### src/rtl/uart_rx_frame.sv
// Oversampling UART receiver: start bit, DATA_WIDTH data bits LSB first, optional parity, one stop bit.
// Define RX_MAJORITY_VOTE_EN to decide each bit by 2-of-3 vote around the bit centre.
module uart_rx_frame #(
  parameter int DATA_WIDTH  = 8,
  parameter int PRESC_WIDTH = 6
) (
  input  logic                   CLK,
  input  logic                   RST,
  input  logic                   RX_IN,
  input  logic [PRESC_WIDTH-1:0] PRESCALE,
  input  logic                   PAR_EN,
  input  logic                   PAR_TYP,
  output logic [DATA_WIDTH-1:0]  P_DATA,
  output logic                   DATA_VALID,
  output logic                   PAR_ERR,
  output logic                   STP_ERR,
  output logic                   BUSY
);

  localparam int BCW = $clog2(DATA_WIDTH + 1);
  localparam logic [PRESC_WIDTH-1:0] ONE     = 1;
  localparam logic [BCW-1:0]         BIT_ONE = 1;
  localparam logic [BCW-1:0]         N_BITS  = BCW'(DATA_WIDTH);

  localparam logic [2:0] ST_IDLE   = 3'd0;
  localparam logic [2:0] ST_START  = 3'd1;
  localparam logic [2:0] ST_DATA   = 3'd2;
  localparam logic [2:0] ST_PARITY = 3'd3;
  localparam logic [2:0] ST_STOP   = 3'd4;

  logic                   sync_1, rx_s;
  logic [2:0]             state;
  logic [PRESC_WIDTH-1:0] edge_cnt, presc_r, mid;
  logic [BCW-1:0]         bit_cnt;
  logic                   par_en_r, par_typ_r, par_bad;
  logic                   samp_mid, bit_val;
  logic [DATA_WIDTH-1:0]  shreg;
  logic                   at_decide, at_wrap;

  // NOTE: sequential state uses non-blocking assignments so every flop samples pre-edge values.
  always_ff @(posedge CLK or posedge RST) begin
    if (RST) begin
      sync_1 <= 1'b1;
      rx_s   <= 1'b1;
    end else begin
      sync_1 <= RX_IN;
      rx_s   <= sync_1;
    end
  end

  assign mid       = presc_r >> 1;
  assign at_decide = (edge_cnt == mid + ONE);
  assign at_wrap   = (edge_cnt == presc_r - ONE);

  always_ff @(posedge CLK or posedge RST) begin
    if (RST)                  samp_mid <= 1'b1;
    else if (edge_cnt == mid) samp_mid <= rx_s;
  end

`ifdef RX_MAJORITY_VOTE_EN
  logic samp_lo;

  always_ff @(posedge CLK or posedge RST) begin
    if (RST)                        samp_lo <= 1'b1;
    else if (edge_cnt == mid - ONE) samp_lo <= rx_s;
  end

  // NOTE: always_comb assigns bit_val on every path, so no latch is inferred.
  always_comb begin
    bit_val = (samp_lo & samp_mid) | (samp_lo & rx_s) | (samp_mid & rx_s);
  end
`else
  always_comb begin
    bit_val = samp_mid;
  end
`endif

  always_ff @(posedge CLK or posedge RST) begin
    if (RST) begin
      state      <= ST_IDLE;
      edge_cnt   <= '0;
      bit_cnt    <= '0;
      presc_r    <= '0;
      par_en_r   <= 1'b0;
      par_typ_r  <= 1'b0;
      par_bad    <= 1'b0;
      shreg      <= '0;
      P_DATA     <= '0;
      DATA_VALID <= 1'b0;
      PAR_ERR    <= 1'b0;
      STP_ERR    <= 1'b0;
      BUSY       <= 1'b0;
    end else begin
      DATA_VALID <= 1'b0;
      PAR_ERR    <= 1'b0;
      STP_ERR    <= 1'b0;
      if (state != ST_IDLE) edge_cnt <= at_wrap ? '0 : edge_cnt + ONE;

      case (state)
        ST_IDLE: begin
          // The detection cycle counts as edge 0 of the start bit.
          if (!rx_s) begin
            state     <= ST_START;
            edge_cnt  <= ONE;
            presc_r   <= PRESCALE;
            par_en_r  <= PAR_EN;
            par_typ_r <= PAR_TYP;
            par_bad   <= 1'b0;
            bit_cnt   <= '0;
            BUSY      <= 1'b1;
          end
        end
        ST_START: begin
          if (at_decide && bit_val) begin
            state    <= ST_IDLE;
            edge_cnt <= '0;
            BUSY     <= 1'b0;
          end else if (at_wrap) begin
            state <= ST_DATA;
          end
        end
        ST_DATA: begin
          if (at_decide) begin
            shreg   <= {bit_val, shreg[DATA_WIDTH-1:1]};
            bit_cnt <= bit_cnt + BIT_ONE;
          end else if (at_wrap && bit_cnt == N_BITS) begin
            state <= par_en_r ? ST_PARITY : ST_STOP;
          end
        end
        ST_PARITY: begin
          if (at_decide)    par_bad <= (bit_val != ((^shreg) ^ par_typ_r));
          else if (at_wrap) state   <= ST_STOP;
        end
        ST_STOP: begin
          // Leave at the decision so a back-to-back start edge is not missed.
          if (at_decide) begin
            state    <= ST_IDLE;
            edge_cnt <= '0;
            BUSY     <= 1'b0;
            STP_ERR  <= ~bit_val;
            PAR_ERR  <= par_bad;
            if (!par_bad && bit_val) begin
              P_DATA     <= shreg;
              DATA_VALID <= 1'b1;
            end
          end
        end
        default: begin
          state    <= ST_IDLE;
          edge_cnt <= '0;
          BUSY     <= 1'b0;
        end
      endcase
    end
  end

endmodule
### config.mk
export PLATFORM = sky130hd
export DESIGN_NAME = uart_rx_frame
export DESIGN_NICKNAME = d
export VERILOG_FILES = /design/src/rtl/uart_rx_frame.sv
export SDC_FILE = /design/constraint.sdc
export NUM_CORES = 1
export LEC_CHECK = 0
export CORE_ASPECT_RATIO = 1.75
export CORE_MARGIN = 8
export CORE_UTILIZATION = 62
export CTS_BUF_LIST = sky130_fd_sc_hd__clkbuf_4 sky130_fd_sc_hd__clkbuf_8 sky130_fd_sc_hd__clkbuf_16
export DETAILED_ROUTE_END_ITERATION = 8
export GPL_TIMING_DRIVEN = 0
export PLACE_DENSITY_LB_ADDON = 0.12
export REMOVE_ABC_BUFFERS = 1
export SLEW_MARGIN = 20
export SYNTH_ARGS = -nofsm -noshare
export SYNTH_HDL_FRONTEND = slang
export SYNTH_SLANG_ARGS = --single-unit
### constraint.sdc
create_clock -name CLK -period 4.2 [get_ports CLK]
set_clock_uncertainty 0.1 [all_clocks]
set_input_delay 0.84 -clock CLK [delete_from_list [all_inputs] [get_ports CLK]]
set_output_delay 0.84 -clock CLK [all_outputs]
set_load 0.005 [all_outputs]
==> run metrics <==
status=complete, no violations; Residual DRC=0; GRT overflow=0; Non-Filler Instances=297; Setup CP Type=reg -> reg; register area share after synthesis=0.438; H-tree Lvls=2; design area=2910 sq um; final setup margin=1.31 ns; first-pass GRT wire length=9070 microns; CP Capture Type=flip-flop; total number of vias=1754; synth unique cells=56; Max-Cap Viols=0; Layout Nets=264; slew at the pin closest to its max-slew limit=0.916 ns; HP Class=reg -> reg; Synth Register Bits=45; pre-CTS setup slack=1.31 ns; Synth-to-Final Area Change=12.7%; Post-Route M1 WL=1950 microns; CTS resizes=0; WL/cell=18.0 microns; CP Max Fanout=8; DR vias/cell=5.91; worst-skew pair later-pin latency=0.29 ns; crit-path cells=inv_1 -> ha_1 -> xor2_1 -> a211o_1 -> nand2b_1 -> nor2_2 -> and4_4 -> mux2_4; largest net degree at the start of global routing=29; total iterations of the first detailed-routing run=4; initial antenna violation count=0; peak supply drop=0.342 mV; Post-synth EDFFs=0; full die area=6570 sq um; Mapped Avg Cell Area=11.3 sq um; fill cell count=306; final setup violation count=0; CP startpoint kind=flip-flop; Hold Buf Count CTS=0; final max-slew violation count=0; # diodes=0; postcts setup bufs=0; met3 WL=102 microns; CP max-delay cell=dfrtp_1; DRT antenna net count=0; ys flop type=dfrtp_1; IO buf count=22; DIE HEIGHT=101 microns; Inserted Clock Buffers=5; Top Layer Used=met4; Core Area=4070 sq um; Post-Syn Area=2580 sq um; Critical Path AT=2.98 ns; total I/O pin count=23; Core Rows=31; Tmin final=2.89 ns; die width=64.8 microns; CTS sink cnt=45; critical path required time=4.28 ns; total design power=1.82 mW; Critical Path Max Stage Delay=0.49 ns; clock tree buffer depth=2; warnings from Yosys=0; power per cell area=625 nW/um^2; GRT Resource Usage Total=0.178; dpl hpwl=4030 microns; Final TNS setup=0 ns; number of DRC markers in iteration 0=87; clock slew at reported path FFs=0.08 ns; Placed Area=2820 sq um; RSZ-0062 raised after global routing=false; met2 wire len=3180 microns; Gate Count Post-Synth=228; layout cells sized above 1=0.198; CTS tree=done; ys async rst share=1.00; leakage power=1.25 nW; Routed WL=5340 microns; placed insts=289; Tcrit/Tclk final=0.689; Root Driver=clkbuf_8; Starting Density=0.634; vias in the first global route=1885; placer congestion estimate=0.848; f_max=346 MHz; Max-slew headroom=0.389; final hold viol count=0
[placed cells by master (no fill, tap or decap), drive strengths merged, types with 6 or more instances in the layout]
| master | synthesis | layout |
|---|---|---|
| clkbuf | 7 | 6 |
| clkdlybuf4s50 | 0 | 22 |
| dfrtp | 42 | 42 |
| ha | 6 | 6 |
| inv | 10 | 10 |
| mux2 | 23 | 23 |
| nand2 | 12 | 12 |
| nor2 | 14 | 14 |
| nor3 | 9 | 9 |
| o21ai | 7 | 7 |
| xnor2 | 18 | 18 |
| xor2 | 12 | 12 |
[registers in the layout, indices dropped and copies added (netlist names)]
register    flops
STP_ERR         1
shreg           8
presc_r         6
DATA_VALID      1
edge_cnt        6
bit_val         1
sync_1          1
P_DATA          8
par_en_r        1
BUSY            1
rx_s            1
bit_cnt         4
PAR_ERR         1
state           3
par_bad         1
par_typ_r       1
[worst max-delay path, delay by kind of cell, from the launching register on]
family          cells  cell delay (ns)
buf+inv             1             0.12
simple gates        3             0.97
fa+ha+maj           1             0.31
mux                 1             0.32
compound gates      1             0.30
xor+xnor            1             0.18
flops               1             0.49
[metal layers]
metal,GRT usage,vias up
li1,-,840
met3,0.0255,11
met5,0,-
met4,0.0777,0
met1,0.176,880
met2,0.347,23
[Yosys cell counts, types with 2 or more instances]
master | n | area share
inv_1 | 10 | 0.015
nand2_1 | 11 | 0.016
xor2_1 | 12 | 0.041
buf_2 | 3 | 0.0058
o31ai_1 | 4 | 0.012
clkbuf_1 | 7 | 0.010
nor2_1 | 13 | 0.019
nor2b_1 | 2 | 0.0048
ha_1 | 6 | 0.029
nand2b_1 | 5 | 0.012
nand3_1 | 4 | 0.0078
mux2_2 | 6 | 0.026
a21oi_1 | 5 | 0.0097
a22o_1 | 2 | 0.0068
xnor2_1 | 18 | 0.061
dfrtp_1 | 42 | 0.41
o21ai_0 | 6 | 0.012
dfstp_2 | 3 | 0.031
and3_1 | 3 | 0.0073
nand4_1 | 4 | 0.0097
a31oi_1 | 2 | 0.0048
nor3_4 | 2 | 0.013
a211oi_1 | 2 | 0.0058
or3_1 | 2 | 0.0048
nor3_1 | 7 | 0.014
o211ai_1 | 2 | 0.0058
mux2_4 | 16 | 0.093
[path summary, 6_finish.rpt]
check	from	to	slack (ns)	cells after the start
setup / recovery	presc_r[2]	P_DATA[7]	1.31	8
hold / removal	sync_1	rx_s	0.26	0
setup reg to reg	presc_r[2]	P_DATA[7]	1.31	8
hold reg to reg	sync_1	rx_s	0.26	0
max in group asynchronous	RST	sync_1	2.68	3
min in group asynchronous	RST	edge_cnt[5]	0.75	2
[cells by family (layout without fill, tap and decap cells)]
logic type      Yosys count  in the layout  share of synthesized area
flops                    45             45                      0.438
fa+ha+maj                 6              6                     0.0291
mux                      24             24                      0.127
compound gates           36             36                      0.108
buf+inv                  21             41                     0.0383
xor+xnor                 31             31                      0.111
simple gates             65             65                      0.149
[layout make-up]
class | count | area (sq um) | share of cell area
clock inverter | 2 | 10.0 | 0.00344
multi-input combinational | 162 | 1360 | 0.466
timing repair buffer | 23 | 240 | 0.0825
clock buffer | 6 | 76.3 | 0.0262
sequential | 45 | 1130 | 0.388
inverter | 10 | 37.5 | 0.0129
tap | 49 | 61.3 | 0.0211
[through the flow]
stage | utilization | hold slack, ns
floorplan | - | 0.245
global route | 0.715 | 0.267
detailed placement | 0.693 | 0.248
global placement | 0.688 | 0.246
finish | 0.715 | 0.262
CTS | 0.715 | 0.263
[where the power goes]
| group | internal [mW] | total [mW] | leakage, nW | switching [mW] |
|---|---|---|---|---|
| combinational | 0.404 | 0.856 | 0.611 | 0.452 |
| sequential | 0.528 | 0.698 | 0.589 | 0.170 |
| clock | 0.122 | 0.265 | 0.0484 | 0.143 |
| total | 1.05 | 1.82 | 1.25 | 0.765 |
Power figures use the tool's default switching activity.
==> patch: new RTL, same flow settings <==
Put one more register stage on the output `P_DATA`, without a reset. The value now appears one clock later. The other outputs are not delayed to match.
--- a/src/rtl/uart_rx_frame.sv
+++ b/src/rtl/uart_rx_frame.sv
@@ -29,2 +29,4 @@
   localparam logic [2:0] ST_STOP   = 3'd4;
+
+  logic [DATA_WIDTH-1:0] P_DATA_s0;
 
@@ -87,3 +89,3 @@
       shreg      <= '0;
-      P_DATA     <= '0;
+      P_DATA_s0  <= '0;
       DATA_VALID <= 1'b0;
@@ -142,3 +144,3 @@
             if (!par_bad && bit_val) begin
-              P_DATA     <= shreg;
+              P_DATA_s0  <= shreg;
               DATA_VALID <= 1'b1;
@@ -156,2 +158,6 @@
 
+  always_ff @(posedge CLK) begin
+    P_DATA <= P_DATA_s0;
+  end
+
 endmodule
Check against the original RTL: no difference found for any inputs over 10 cycles, from zero or initial values and one cycle with RST high; that may be too few to reach the edited logic, so the function may still have changed.
==> patch against the unedited design <==
Worst setup slack worse by 0.13 ns. Design area increased by 2.8%. Synthesized area rose by 1.6%. Wire length shrank 4.4%. Total power rose by 0.60%. Sequential share of layout area grew 4.3 points. Sequential cell count grew 8.
==> patch: results (changes against the unedited design) <==
input/output buffers 22 (unchanged); Worst-path clk slew 0.09 ns; Reg2Reg Depth 8 (unchanged); initial antenna violation count 0 (unchanged); Syn. warnings 0 (unchanged); Worst R2R Start presc_r[1]$_DFFE_PP0P_; vias in the first global route 1972 (+4.6%); largest cells by area after synthesis dfrtp_1 40%, mux2_2 6.9%, xnor2_1 6.3%; Clock Power 305 uW (+15%); Largest stage delay, worst path 0.63 ns (+0.14 ns); Psw 739 uW (-3.4%); Final GP Congestion 0.842 (-0.73%); M1 GR Usage 17.0% (-0.60 points); Worst Path Max Fanout 10 (+2); Synth Area in XOR/XNOR 8.35% (-2.7 points); via density per instance 5.80 (-1.8%); all-layer global routing usage 16.9% (-0.87 points); Ant. Diodes 0 (unchanged); status finished, final reports clean; Post-synth top cells 42 x dfrtp_1, 25 x nand2_1, 21 x o21ai_0, 19 x xnor2_1; Top delay family on crit path compound AO/OA/AOI/OAI gates; clock root cell clkbuf_8; placed cell area 2890 sq um (+2.3%); placed cells 317 (+9.7%); initial drt markers 47 (-46%); Max stage delay cell, worst path a2111oi_4; Avg Synthesized Cell Area 10.4 sq um (-8.4%); Min-Delay Startpoint sync_1$_DFF_PP1_; clk buf depth 2 (unchanged); P_int 1.09 mW (+3.5%); Fill cells 321 (+4.9%); R2R Setup Slk 1.18 ns (-0.13 ns); post-synthesis async set-or-reset flop share 84.9% (-15 points); detailed placement HPWL 3760 microns (-6.6%); Clk Latency, worst-skew pair 0.31 ns (+0.02 ns); Synth cell types 48 (-14%); Hold Path Stages 0 (unchanged); mux cell area share after synthesis 7.63% (-5.1 points); post-synthesis compound-gate area fraction 11.2% (+0.40 points); nature of the critical path startpoint register; register area share after synthesis 49.2% (+5.4 points); FF-to-FF End state[2]$_DFFE_PP0P_; Worst Hold Endpoint rx_s$_DFF_PP1_; Nets 292 (+11%); Synth Area in Adders 2.86% (-0.046 points); Avg WL per Cell 15.7 microns (-13%); GR Util met2 30.9% (-3.8 points); CP arrival 3.13 ns (+0.15 ns); share of layout cells above drive strength 1 13.8% (-6.0 points); # H-tree levels 2 (unchanged); worst vdd ir 0.393 mV (+15%); GRT met3 Usage 3.07% (+0.53 points); registers with the most flip-flops P_DATA x8, P_DATA_s0 x8, shreg x8; first-pass GRT wire length 8790 microns (-3.0%); Worst Max-Slew Pin Slew 0.770 ns (-0.146 ns); pin count of the biggest net entering global routing 33 (+14%); GR Overflow Total 0 (unchanged); Vias 1884 (+7.4%); Comb pwr share 42.1% (-5.0 points); Leak 1.27 nW (+1.8%)
patch: cell types whose count changed after synthesis, sizes merged, moves of 3 or more:
cell | unedited run | this run
nor3 | 9 | 5
a21oi | 5 | 8
xor2 | 12 | 6
nand3 | 4 | 9
inv | 10 | 15
o31ai | 4 | 0
dfxtp | 0 | 8
nand2 | 12 | 25
mux2 | 23 | 16
o21ai | 7 | 21
patch: stage by stage:
step,hold slack [ns],worst slack [ns]
floorplan,0.244,1.55
global placement,0.247,1.21
detailed placement,0.247,1.21
CTS,0.262,1.19
global route,0.264,1.01
finish,0.260,1.18
patch: layout make-up:
class | count | area (sq um) | area share, %
repair buffers | 24 | 245 | 8.20
multi-input cells | 176 | 1240 | 41.4
clock inverters | 2 | 17.5 | 0.586
clock buffers | 6 | 82.6 | 2.76
inverters | 15 | 56.3 | 1.88
flip-flops and latches | 53 | 1290 | 43.1
well taps | 49 | 61.3 | 2.05
patch: how the worst max path moves through the flow:
stage,endpoint,slack [ns],cells past startpoint
CTS,state[2]$_DFFE_PP0P_,1.19,8
detailed placement,state[2]$_DFFE_PP0P_,1.21,8
finish,state[2]$_DFFE_PP0P_,1.18,8
floorplan,state[2]$_DFFE_PP0P_,1.55,8
global route,state[2]$_DFFE_PP0P_,1.01,8
global placement,state[2]$_DFFE_PP0P_,1.21,8
patch: per-layer routing:
metal	vias to the layer above	part of all wire, %
met4	0	3.3
li1	913	-
met1	917	39
met2	39	55
met5	-	0
met3	15	2.7
